`config.mk`:
```
export PLATFORM = sky130hd
export DESIGN_NAME = aurora_tx_packetizer
export DESIGN_NICKNAME = d
export VERILOG_FILES = /design/src/rtl/aurora_tx_packetizer_pkg.sv /design/src/rtl/aurora_tx_fifo.sv /design/src/rtl/aurora_tx_packetizer.sv
export SDC_FILE = /design/constraint.sdc
export NUM_CORES = 1
export LEC_CHECK = 0
export CORE_ASPECT_RATIO = 1.2
export CORE_MARGIN = 3
export CORE_UTILIZATION = 46
export DETAILED_ROUTE_END_ITERATION = 8
export PLACE_DENSITY = 0.65
export REMOVE_ABC_BUFFERS = 1
export SYNTH_ARGS = -nofsm -noshare
export SYNTH_HDL_FRONTEND = slang
export SYNTH_HIERARCHICAL = 1
export SYNTH_SLANG_ARGS = --single-unit
```
`constraint.sdc`:
```
create_clock -name io_clk -period 13.7 [get_ports io_clk]
set_input_delay 2.74 -clock io_clk [delete_from_list [all_inputs] [get_ports io_clk]]
set_output_delay 2.74 -clock io_clk [all_outputs]
set_load 0.01 [all_outputs]
```
`src/rtl/aurora_tx_packetizer_pkg.sv`:
```
// Shared definitions for the Aurora TX packetizer: register map, ctrl/status
// bit positions, FSM state encoding and a small saturation helper.
package aurora_tx_packetizer_pkg;

    // Programmed-I/O register map
    localparam logic [15:0] ADDR_PUSH      = 16'h0020;
    localparam logic [15:0] ADDR_PUSH_LAST = 16'h0021;
    localparam logic [15:0] ADDR_CTRL      = 16'h0022;
    localparam logic [15:0] ADDR_STATUS    = 16'h0023;
    localparam logic [15:0] ADDR_FRAMES    = 16'h0024;
    localparam logic [15:0] ADDR_STALL     = 16'h0025;

    // Control register bits
    localparam int CTRL_ENABLE_BIT  = 0;
    localparam int CTRL_FLUSH_BIT   = 1;
    localparam int CTRL_CLR_OVF_BIT = 2;

    // Status register layout
    localparam int ST_FILL_LSB = 0;
    localparam int ST_PEND_LSB = 8;
    localparam int ST_OVF_BIT  = 16;
    localparam int ST_CHUP_BIT = 17;
    localparam int ST_BUSY_BIT = 18;
    localparam int ST_EN_BIT   = 19;

    localparam logic [3:0] TKEEP_ALL = 4'b1111;

    typedef enum logic {
        ST_IDLE = 1'b0,
        ST_SEND = 1'b1
    } tx_state_t;

    // Clamp a count into an 8-bit status field (a 256-deep FIFO can hold 256)
    function automatic logic [7:0] sat8(input logic [31:0] v);
        return (v > 32'd255) ? 8'hFF : v[7:0];
    endfunction

endpackage

```
`src/rtl/aurora_tx_fifo.sv`:
```
// Synchronous DEPTH x WIDTH FIFO with first-word-fall-through head, used as
// the store-and-forward frame buffer. Flush empties it in one cycle.
module aurora_tx_fifo #(
    parameter int DEPTH = 16,
    parameter int WIDTH = 33
) (
    input  logic                     clk,
    input  logic                     rst_n,
    input  logic                     i_push,
    input  logic [WIDTH-1:0]         i_push_data,
    input  logic                     i_pop,
    input  logic                     i_flush,
    output logic [WIDTH-1:0]         o_head,
    output logic                     o_full,
    output logic                     o_empty,
    output logic [$clog2(DEPTH):0]   o_fill
);
    localparam int AW = $clog2(DEPTH);

    logic [WIDTH-1:0] r_mem [DEPTH];
    logic [AW-1:0]    r_wr_ptr;
    logic [AW-1:0]    r_rd_ptr;
    logic [AW:0]      r_fill;
    logic             w_do_push;
    logic             w_do_pop;

    assign o_full    = (r_fill == (AW+1)'(DEPTH));
    assign o_empty   = (r_fill == '0);
    assign o_fill    = r_fill;
    assign o_head    = r_mem[r_rd_ptr];
    assign w_do_push = i_push & ~o_full & ~i_flush;
    assign w_do_pop  = i_pop & ~o_empty & ~i_flush;

    // Storage array; contents need no reset since pointers define validity
    always_ff @(posedge clk) begin
        if (w_do_push) begin
            r_mem[r_wr_ptr] <= i_push_data;
        end
    end

    // Pointer and occupancy tracking; flush discards everything at once
    always_ff @(posedge clk or negedge rst_n) begin
        if (!rst_n) begin
            r_wr_ptr <= '0;
            r_rd_ptr <= '0;
            r_fill   <= '0;
        end else if (i_flush) begin
            r_wr_ptr <= '0;
            r_rd_ptr <= '0;
            r_fill   <= '0;
        end else begin
            if (w_do_push) r_wr_ptr <= r_wr_ptr + 1'b1;
            if (w_do_pop)  r_rd_ptr <= r_rd_ptr + 1'b1;
            case ({w_do_push, w_do_pop})
                2'b10:   r_fill <= r_fill + 1'b1;
                2'b01:   r_fill <= r_fill - 1'b1;
                default: r_fill <= r_fill;
            endcase
        end
    end

endmodule

```
`src/rtl/aurora_tx_packetizer.sv`:
```
// Aurora TX packetizer: programmed-I/O words are buffered store-and-forward
// and launched as AXI-stream frames once a complete frame is in the FIFO.
// Optional feature macro: AURORA_TX_STALL_CNT_EN adds a 16-bit saturating
// count of tvalid & !tready cycles at address 0x0025 (reads 0 otherwise).
module aurora_tx_packetizer
    import aurora_tx_packetizer_pkg::*;
#(
    parameter int DEPTH   = 16,
    parameter int MAX_LEN = 8
) (
    input  logic        io_clk,
    input  logic        reset_n,
    input  logic        io_sel,
    input  logic        io_sync,
    input  logic [15:0] io_addr,
    input  logic        io_rd_en,
    input  logic        io_wr_en,
    input  logic [31:0] io_wr_data,
    output logic [31:0] io_rd_data,
    output logic        io_rd_ack,
    input  logic        channel_up,
    output logic [31:0] tx_data,
    output logic        tx_tvalid,
    input  logic        tx_tready,
    output logic [3:0]  tx_tkeep,
    output logic        tx_tlast
);
    localparam int FILL_W = $clog2(DEPTH) + 1;
    localparam int WCNT_W = (MAX_LEN > 1) ? $clog2(MAX_LEN + 1) : 1;

    tx_state_t         r_state;
    logic              r_tvalid;
    logic [31:0]       r_frames_sent;
    logic              r_enable;
    logic              r_flush_pend;
    logic              r_overflow;
    logic [WCNT_W-1:0] r_word_cnt;
    logic [FILL_W-1:0] r_pend;
    logic [31:0]       r_rd_data;
    logic              r_rd_ack;

    logic              w_wr_strobe;
    logic              w_push_req;
    logic              w_push_ok;
    logic              w_push_drop;
    logic              w_push_last;
    logic              w_ctrl_wr;
    logic              w_flush_exec;
    logic              w_pop;
    logic              w_pop_last;
    logic [32:0]       w_head;
    logic              w_fifo_full;
    logic              w_fifo_empty;
    logic [FILL_W-1:0] w_fill;
    logic [31:0]       w_status;
    logic [31:0]       w_ctrl_rd;
    logic [31:0]       w_stall_rd;
    logic [31:0]       w_rd_mux;

    assign w_wr_strobe  = io_sel & io_wr_en;
    assign w_push_req   = w_wr_strobe & ((io_addr == ADDR_PUSH) | (io_addr == ADDR_PUSH_LAST));
    // Fullness is judged on the registered fill, so a same-cycle pop never rescues a push
    assign w_push_ok    = w_push_req & ~w_fifo_full;
    assign w_push_drop  = w_push_req & w_fifo_full;
    assign w_push_last  = (io_addr == ADDR_PUSH_LAST) | (r_word_cnt == WCNT_W'(MAX_LEN - 1));
    assign w_ctrl_wr    = w_wr_strobe & (io_addr == ADDR_CTRL);
    // Flush waits for IDLE so a frame already on the wire is never cut short
    assign w_flush_exec = (r_state == ST_IDLE) & r_flush_pend;
    assign w_pop        = r_tvalid & tx_tready & ~w_fifo_empty;
    assign w_pop_last   = w_pop & w_head[32];

    aurora_tx_fifo #(
        .DEPTH (DEPTH),
        .WIDTH (33)
    ) u_fifo (
        .clk         (io_clk),
        .rst_n       (reset_n),
        .i_push      (w_push_ok),
        .i_push_data ({w_push_last, io_wr_data}),
        .i_pop       (w_pop),
        .i_flush     (w_flush_exec),
        .o_head      (w_head),
        .o_full      (w_fifo_full),
        .o_empty     (w_fifo_empty),
        .o_fill      (w_fill)
    );

    // Head of FIFO drives the stream; forced to zero whenever no beat is offered
    assign tx_tvalid = r_tvalid;
    assign tx_data   = r_tvalid ? w_head[31:0] : 32'd0;
    assign tx_tlast  = r_tvalid & w_head[32];
    assign tx_tkeep  = TKEEP_ALL;

    // Control register: enable, latched flush request, sticky overflow
    always_ff @(posedge io_clk or negedge reset_n) begin
        if (!reset_n) begin
            r_enable     <= 1'b0;
            r_flush_pend <= 1'b0;
            r_overflow   <= 1'b0;
        end else begin
            if (w_ctrl_wr) r_enable <= io_wr_data[CTRL_ENABLE_BIT];
            if (w_ctrl_wr && io_wr_data[CTRL_FLUSH_BIT]) r_flush_pend <= 1'b1;
            else if (w_flush_exec)                        r_flush_pend <= 1'b0;
            if (w_ctrl_wr && io_wr_data[CTRL_CLR_OVF_BIT]) r_overflow <= 1'b0;
            else if (w_push_drop)                          r_overflow <= 1'b1;
        end
    end

    // Write-side framing: count accepted words and force a last at MAX_LEN
    always_ff @(posedge io_clk or negedge reset_n) begin
        if (!reset_n) begin
            r_word_cnt <= '0;
        end else if (w_flush_exec) begin
            r_word_cnt <= '0;
        end else if (w_push_ok) begin
            r_word_cnt <= w_push_last ? '0 : r_word_cnt + 1'b1;
        end
    end

    // Complete-frame counter: one per last word held in the FIFO
    always_ff @(posedge io_clk or negedge reset_n) begin
        if (!reset_n) begin
            r_pend <= '0;
        end else if (w_flush_exec) begin
            r_pend <= '0;
        end else begin
            case ({w_push_ok & w_push_last, w_pop_last})
                2'b10:   r_pend <= r_pend + 1'b1;
                2'b01:   r_pend <= r_pend - 1'b1;
                default: r_pend <= r_pend;
            endcase
        end
    end

    // Frame launch FSM; once in SEND the frame always runs to its last beat
    always_ff @(posedge io_clk or negedge reset_n) begin
        if (!reset_n) begin
            r_state       <= ST_IDLE;
            r_tvalid      <= 1'b0;
            r_frames_sent <= 32'd0;
        end else begin
            case (r_state)
                ST_IDLE: begin
                    if (!r_flush_pend && r_enable && channel_up && (r_pend != '0)) begin
                        r_state  <= ST_SEND;
                        r_tvalid <= 1'b1;
                    end
                end
                ST_SEND: begin
                    if (w_pop_last) begin
                        r_state       <= ST_IDLE;
                        r_tvalid      <= 1'b0;
                        r_frames_sent <= r_frames_sent + 32'd1;
                    end
                end
                default: begin
                    r_state  <= ST_IDLE;
                    r_tvalid <= 1'b0;
                end
            endcase
        end
    end

`ifdef AURORA_TX_STALL_CNT_EN
    logic [15:0] r_stall_cnt;

    // Saturating count of cycles where a beat is offered but not taken
    always_ff @(posedge io_clk or negedge reset_n) begin
        if (!reset_n) begin
            r_stall_cnt <= 16'd0;
        end else if (w_ctrl_wr && io_wr_data[CTRL_CLR_OVF_BIT]) begin
            r_stall_cnt <= 16'd0;
        end else if (r_tvalid && !tx_tready && (r_stall_cnt != 16'hFFFF)) begin
            r_stall_cnt <= r_stall_cnt + 16'd1;
        end
    end

    assign w_stall_rd = {16'd0, r_stall_cnt};
`else
    assign w_stall_rd = 32'd0;
`endif

    // Status and ctrl readback images
    always_comb begin
        w_status = 32'd0;
        w_status[ST_FILL_LSB +: 8] = sat8(32'(w_fill));
        w_status[ST_PEND_LSB +: 8] = sat8(32'(r_pend));
        w_status[ST_OVF_BIT]       = r_overflow;
        w_status[ST_CHUP_BIT]      = channel_up;
        w_status[ST_BUSY_BIT]      = (r_state == ST_SEND);
        w_status[ST_EN_BIT]        = r_enable;
        w_ctrl_rd = 32'd0;
        w_ctrl_rd[CTRL_ENABLE_BIT] = r_enable;
        w_ctrl_rd[CTRL_FLUSH_BIT]  = r_flush_pend;
    end

    // Read address decode; push addresses are write-only and read as zero
    always_comb begin
        w_rd_mux = 32'd0;
        case (io_addr)
            ADDR_CTRL:   w_rd_mux = w_ctrl_rd;
            ADDR_STATUS: w_rd_mux = w_status;
            ADDR_FRAMES: w_rd_mux = r_frames_sent;
            ADDR_STALL:  w_rd_mux = w_stall_rd;
            default:     w_rd_mux = 32'd0;
        endcase
    end

    // Registered read port with one-cycle acknowledge
    always_ff @(posedge io_clk or negedge reset_n) begin
        if (!reset_n) begin
            r_rd_ack  <= 1'b0;
            r_rd_data <= 32'd0;
        end else begin
            r_rd_ack <= io_sync & io_sel & io_rd_en;
            if (io_sync && io_sel && io_rd_en) r_rd_data <= w_rd_mux;
        end
    end

    assign io_rd_ack  = r_rd_ack;
    assign io_rd_data = r_rd_data;

endmodule

```
# Yosys cells after proc, flatten, opt, wreduce, memory -nomap -nowiden
# Memories as Yosys holds them, arrays and structs flattened.
# Index checks and enable logic that the tools add are counted.
[totals] ff_bits=92 mem_bits_rw=528 inputBits=56 out_inout_bits=71 word_cells=102 n_memories=1
[op_classes] n_addsub=8 n_eq_ne=13 mux=25 bitwise=23 n_reduce_logical=19
[memory_table] name="u_fifo.r_mem" depth=16 width=33 read_ports=1 rd_clocked_by_memory_dff=0 write_ports=1 line="aurora_tx_fifo.sv:20" text="logic [WIDTH-1:0] r_mem [DEPTH];"
[ops] cell="one-hot mux 32 bit (3 select lines)" count=1
[ops] cell="equality test 16 x 6 -> 1 bit (second input constant)" count=5
[ops] cell="adder 32 x 1 -> 32 bit (second input constant)" count=1
[ops] cell="two-way mux 32 bit" count=1
[ops] cell="two-way mux 4 bit" count=7
[ops] cell="one-hot mux 5 bit (2 select lines)" count=2
[ops] cell="AND 1 bit" count=17
[ops] cell="adder 4 x 1 -> 4 bit (second input constant)" count=3
[ops] cell="adder 5 x 1 -> 5 bit (second input constant)" count=2
[ops] cell="two-way mux 1 bit" count=10
[ops] cell="two-way mux 5 bit" count=2
[ops] cell="nonzero test 2 bit" count=5
[ops] cell="subtractor 5 x 1 -> 5 bit (second input constant)" count=2
[ops] cell="logical AND 1 bit" count=7
[ops] cell="nonzero test 3 bit" count=2
[ops] cell="equality test 5 bit (second input constant)" count=1
[ops] cell="zero test 5 bit" count=1
[ops] cell="nonzero test 5 bit" count=1
[ops] cell="equality test 2 x 1 -> 1 bit (second input constant)" count=2
[ops] cell="equality test 2 bit (second input constant)" count=2
[ops] cell="equality test 4 x 3 -> 1 bit (second input constant)" count=1
[ops] cell="inequality test 2 x 1 -> 1 bit (second input constant)" count=2
[ops] cell="NOT 1 bit" count=4
[ops] cell="one-hot mux 1 bit (2 select lines)" count=2
[ops] cell="other kinds (3)" count=5

# Longest topological paths before layout
[depth] word_depth=9 mapped_depth=18 depth_no_buf=14

# Cells and area by module
# Netlist, hierarchy kept.
[by_module_without_submodules] mod="aurora_tx_fifo" n_inst=1 cells_each=1098 area_per_inst_um2=21087.7 seq_area_each_um2=16180.5
[by_module_without_submodules] mod="aurora_tx_packetizer" n_inst=1 cells_each=450 area_per_inst_um2=4126.5 seq_area_each_um2=1976.9

# Worst setup path before layout
# OpenSTA, ideal clock, no wires.
[synth_timing] kind="in2reg" start="input io_addr[1]" end="memory u_fifo.r_mem[15][0] (enable)" setup_ps=423 arrival_time_ps=6048 required_time_ps=13277 setup_slack_ps=7229 cell_stages=7 n_path_buf=2 cell_sequence="or4_1 > buf_2 > nor2_1 > clkbuf_1 > a21boi_1 > nand2_1 > nor2_1"
[synth_via] elab_chain_cells=8
[synth_lines] element="from (decl)" line="aurora_tx_packetizer.sv:15" text="input logic [15:0] io_addr,"
[synth_lines] element="equality test 16 x 6 -> 1 bit" line="aurora_tx_packetizer.sv:61" text="assign w_push_req = w_wr_strobe & ((io_addr == ADDR_PUSH) | (io_addr == ADDR_PUSH_LAST));"
[synth_lines] element="bitwise OR 1 bit (*)" line="aurora_tx_packetizer.sv:61"
[synth_lines] element="AND 1 bit (*)" line="aurora_tx_packetizer.sv:61"
[synth_lines] element="AND 1 bit (*)" line="aurora_tx_packetizer.sv:63" text="assign w_push_ok = w_push_req & ~w_fifo_full;"
[synth_lines] element="named net w_push_ok" line="aurora_tx_packetizer.sv:44" text="logic w_push_ok;"
[synth_lines] element="AND 1 bit (*) (2 in series)" line="aurora_tx_fifo.sv:31" text="assign w_do_push = i_push & ~o_full & ~i_flush;"
[synth_lines] element="two-way mux 1 bit (*)" line="aurora_tx_fifo.sv:36" text="if (w_do_push) begin"
[synth_lines] element="two-way mux 1 bit (not written as such) (*)" line="aurora_tx_fifo.sv:37" text="r_mem[r_wr_ptr] <= i_push_data;"
[synth_lines] element="to (decl)" line="aurora_tx_fifo.sv:20"
# The timed path passes the listed nets; every way through them passes the cells marked *.

# Worst setup path after layout
[layout_timing] start="register u_fifo.r_rd_ptr[0]" end="output tx_data[18]"
[layout_via] elab_chain_cells=2
[layout_lines] element="from (decl)" line="aurora_tx_fifo.sv:22" text="logic [AW-1:0] r_rd_ptr;"
[layout_lines] element="from (signal assigned)" line="aurora_tx_fifo.sv:53" text="if (w_do_pop) r_rd_ptr <= r_rd_ptr + 1'b1;"
[layout_lines] element="memory (16 x 33 bit)"
[layout_lines] element="named net w_head[18]" line="aurora_tx_packetizer.sv:51" text="logic [32:0] w_head;"
[layout_lines] element="two-way mux 32 bit" line="aurora_tx_packetizer.sv:90" text="assign tx_data = r_tvalid ? w_head[31:0] : 32'd0;"
[layout_lines] element="to (decl)" line="aurora_tx_packetizer.sv:22" text="output logic [31:0] tx_data,"
# The timed path passes the listed nets, and every way through them passes these cells.

==> metrics <==
status complete, no violations; area delta synth->final 16.69%; Max Clock Skew 0.01951 ns; relative slew slack 12.07%; pre-CTS setup slack 6.283 ns; P_leak 9.694 nW; Yosys top cell area share 62.88%; Cell Rows 93; PnR worst setup slack 5.694 ns; Pre-Repair DR Iteration Count 5; Clk pwr share 45.8%; Flop pwr share 52.9%; Synth Cell Area 25210 sq um; hold crit path type reg2reg; Max clock buf depth 3; Tcrit/Tclk final 58.44%; Worst R2R Path Depth 14; Post-synth EDFFs 528; Bufs and invs on worst path 3; Pins Over Slew Limit 0; H-tree Lvls 2; starting DRC count in detailed routing 1176; Port-buffer cells 122; dominant cell type by area after synthesis edfxtp_1; Synth cell types 58; Slowest cell on crit path dfrtp_4; ys async rst share 14.84%; Syn. warnings 6; Final Power 3.869 mW; fill count 4315; number of vias per cell 5.804; DP HPWL 33.83 mm; Worst EP required 10.96 ns; CTS Sinks 620; n_diodes 0; CP Capture Type output pin; Routed Antenna Nets 0; # DRC 0; Cell Int Power 3.122 mW; Critical Path AT 5.27 ns; Gate power share 1.2%; startpoint type of the worst setup path flop; Slew @ Worst Pin 1.316 ns; Post-CTS Hold Buffers 0; hold endpoint r_frames_sent[31]; # resized after CTS 0; nets@finish 1743; share of layout cells above drive strength 1 14.98%; register bit count reported by yosys 620; Clock Tree Root clkbuf_16; placed cell areas 27270 sq um; Core Area 53990 sq um; RSZ-0062 raised after global routing false; Max Cap Viol 0; Max Freq 0.1249 GHz; Peak VDD IR 0.09311 mV; cell family with most CP delay buffers and inverters; DR WL/cell 24.00 um; cells after synthesis 1548; WS Path Type reg2out; post-route cell area 29420 sq um; first-pass GRT wire length 89.05 mm; final setup fails 0; Sw Ratio 19.31%; top_reg_cell synth edfxtp_1; Critical R2R Capture r_pend[3]; vias in the first global route 14537; RePlAce Congestion 0.7746; clk slew on worst S/H paths 0.06 ns; via count 14127; CTS Buf Count 59; final WL 58.42 mm; worst hold path depth 1; min-delay src r_frames_sent[31]; top cells by area, synth edfxtp_1 63%, dfrtp_1 9.1%, mux4_2 5.9%; net load switching power 0.7472 mW; Worst R2R Start u_fifo/r_rd_ptr[0]; chip width 219.7 um; Congestion Overflow GR 0; Pwr Density 131.5 nW/um^2; Hold Fails Final Rpt 0; critical-path cell list buf_4, buf_4, mux4_2, a22oi_1, nand2_1, and2_1, clkdlybuf4s50_1; post-synthesis sequential area ratio 72.01%; clk_lat worst skew 0.63 ns; Max stage delay on crit path 1.03 ns; commonest cells in the netlist 528 x edfxtp_1, 134 x nand2_1, 103 x o21ai_0; io pins 127; die footprint 57670 sq um; TritonCTS clock tree done; Initial Utilization 46.70%; largest net degree at the start of global routing 70; cell mode on critical path buf_4; final setup TNS 0 ns; Post-CTS Setup Inserts 0; FF-to-FF setup slack 8.77 ns; die height 262.5 um; synthesized area per cell 16.29 sq um; crit path max fanout 57; most common cell in the synthesized netlist edfxtp_1; initial antenna violation count 0; fin crit period 8.006 ns; gr usage total 20.26%
-- final cells by class --
cell class | count | area (sq um) | area share, %
flip-flops and latches | 620 | 18170 | 61.75
multi-input cells | 832 | 6763 | 22.99
inverters | 12 | 45.04 | 0.1531
clock inverters | 47 | 654.4 | 2.224
well taps | 712 | 890.9 | 3.028
clock buffers | 64 | 1495 | 5.082
repair buffers | 147 | 1406 | 4.780
-- registers in the layout, indices dropped and copies added, names as in the netlist, 4 cells and up --
signal           cells
u_fifo/r_mem       528
io_rd_data          32
r_frames_sent       32
r_pend               5
u_fifo/o_fill        5
r_word_cnt           4
u_fifo/r_rd_ptr      4
u_fifo/r_wr_ptr      4
-- per-layer routing --
layer,up-vias,track usage [%],part of all wire (%)
met2,415,35.14,52
li1,6253,-,-
met4,0,4.561,1.9
met1,7379,27.29,41
met5,-,0,0
met3,80,2.833,5.2
-- logic make-up (layout without fill, tap and decap cells) --
| group | count (synthesis) | after routing | share of synthesized area, % |
|---|---|---|---|
| buffers and inverters | 99 | 270 | 1.722 |
| DFF | 620 | 620 | 72.01 |
| muxes | 210 | 210 | 11.83 |
| xor gates and xnor gates | 41 | 41 | 1.479 |
| other | 1 | 4 | 0.01487 |
| AOI/OAI and AO/OA | 250 | 250 | 6.183 |
| adders and majority gates | 15 | 15 | 0.8039 |
| and+or+nand+nor | 312 | 312 | 5.960 |
-- stage by stage --
step	utilization [%]	hold slack, ns	instances
final	54.49	0.4710	2434
after global routing	54.49	0.4935	2434
after CTS	54.49	0.4705	2434
after detailed placement	50.51	0.4624	2323
after global placement	50.51	0.4582	2323
after floorplan	-	0.4415	1464
-- power groups by stage --
stage	logic, mW	registers (mW)	clock network, mW
floorplan	0.00339	2.09	0
global placement	0.0476	2.09	0
CTS	0.0492	2.05	1.81
global route	0.0532	2.05	1.88
detailed placement	0.0491	2.09	0
finish	0.0481	2.05	1.77
-- placed cells by master (no fill, tap or decap), drive strengths merged, types with 4 or more instances in the layout --
master	netlist	layout
conb	1	4
mux4	66	66
a221oi	33	33
xnor2	21	21
nor2b	4	4
nand3	19	19
xor2	19	19
and2	38	38
ha	13	13
mux2	43	43
nor4	7	7
a22oi	35	35
buf	38	26
and3	6	6
nand4	9	9
nor3	10	10
or3	5	5
bufinv	0	14
clkbuf	49	64
nand2	134	134
nor2	53	53
inv	12	14
clkdlybuf4s50	0	121
and4	4	4
or4	5	5
clkinv	0	29
mux2i	101	101
o21ai	103	103
dfrtp	92	92
a21o	14	14
a21oi	45	45
edfxtp	528	528
-- worst max path at each step --
stage | slack [ns] | start | endpoint | depth (start not counted)
finish | 5.69 | u_fifo/r_rd_ptr[0] | tx_data[18] | 7
global route | 5.36 | u_fifo/r_rd_ptr[0] | tx_data[13] | 9
CTS | 5.59 | u_fifo/r_rd_ptr[0] | tx_data[13] | 9
detailed placement | 6.28 | u_fifo/r_rd_ptr[0] | tx_data[13] | 9
global placement | 6.30 | u_fifo/r_rd_ptr[0] | tx_data[18] | 7
floorplan | 3.25 | u_fifo/r_rd_ptr[0] | tx_tlast | 6
Power figures use the tool's default switching activity.
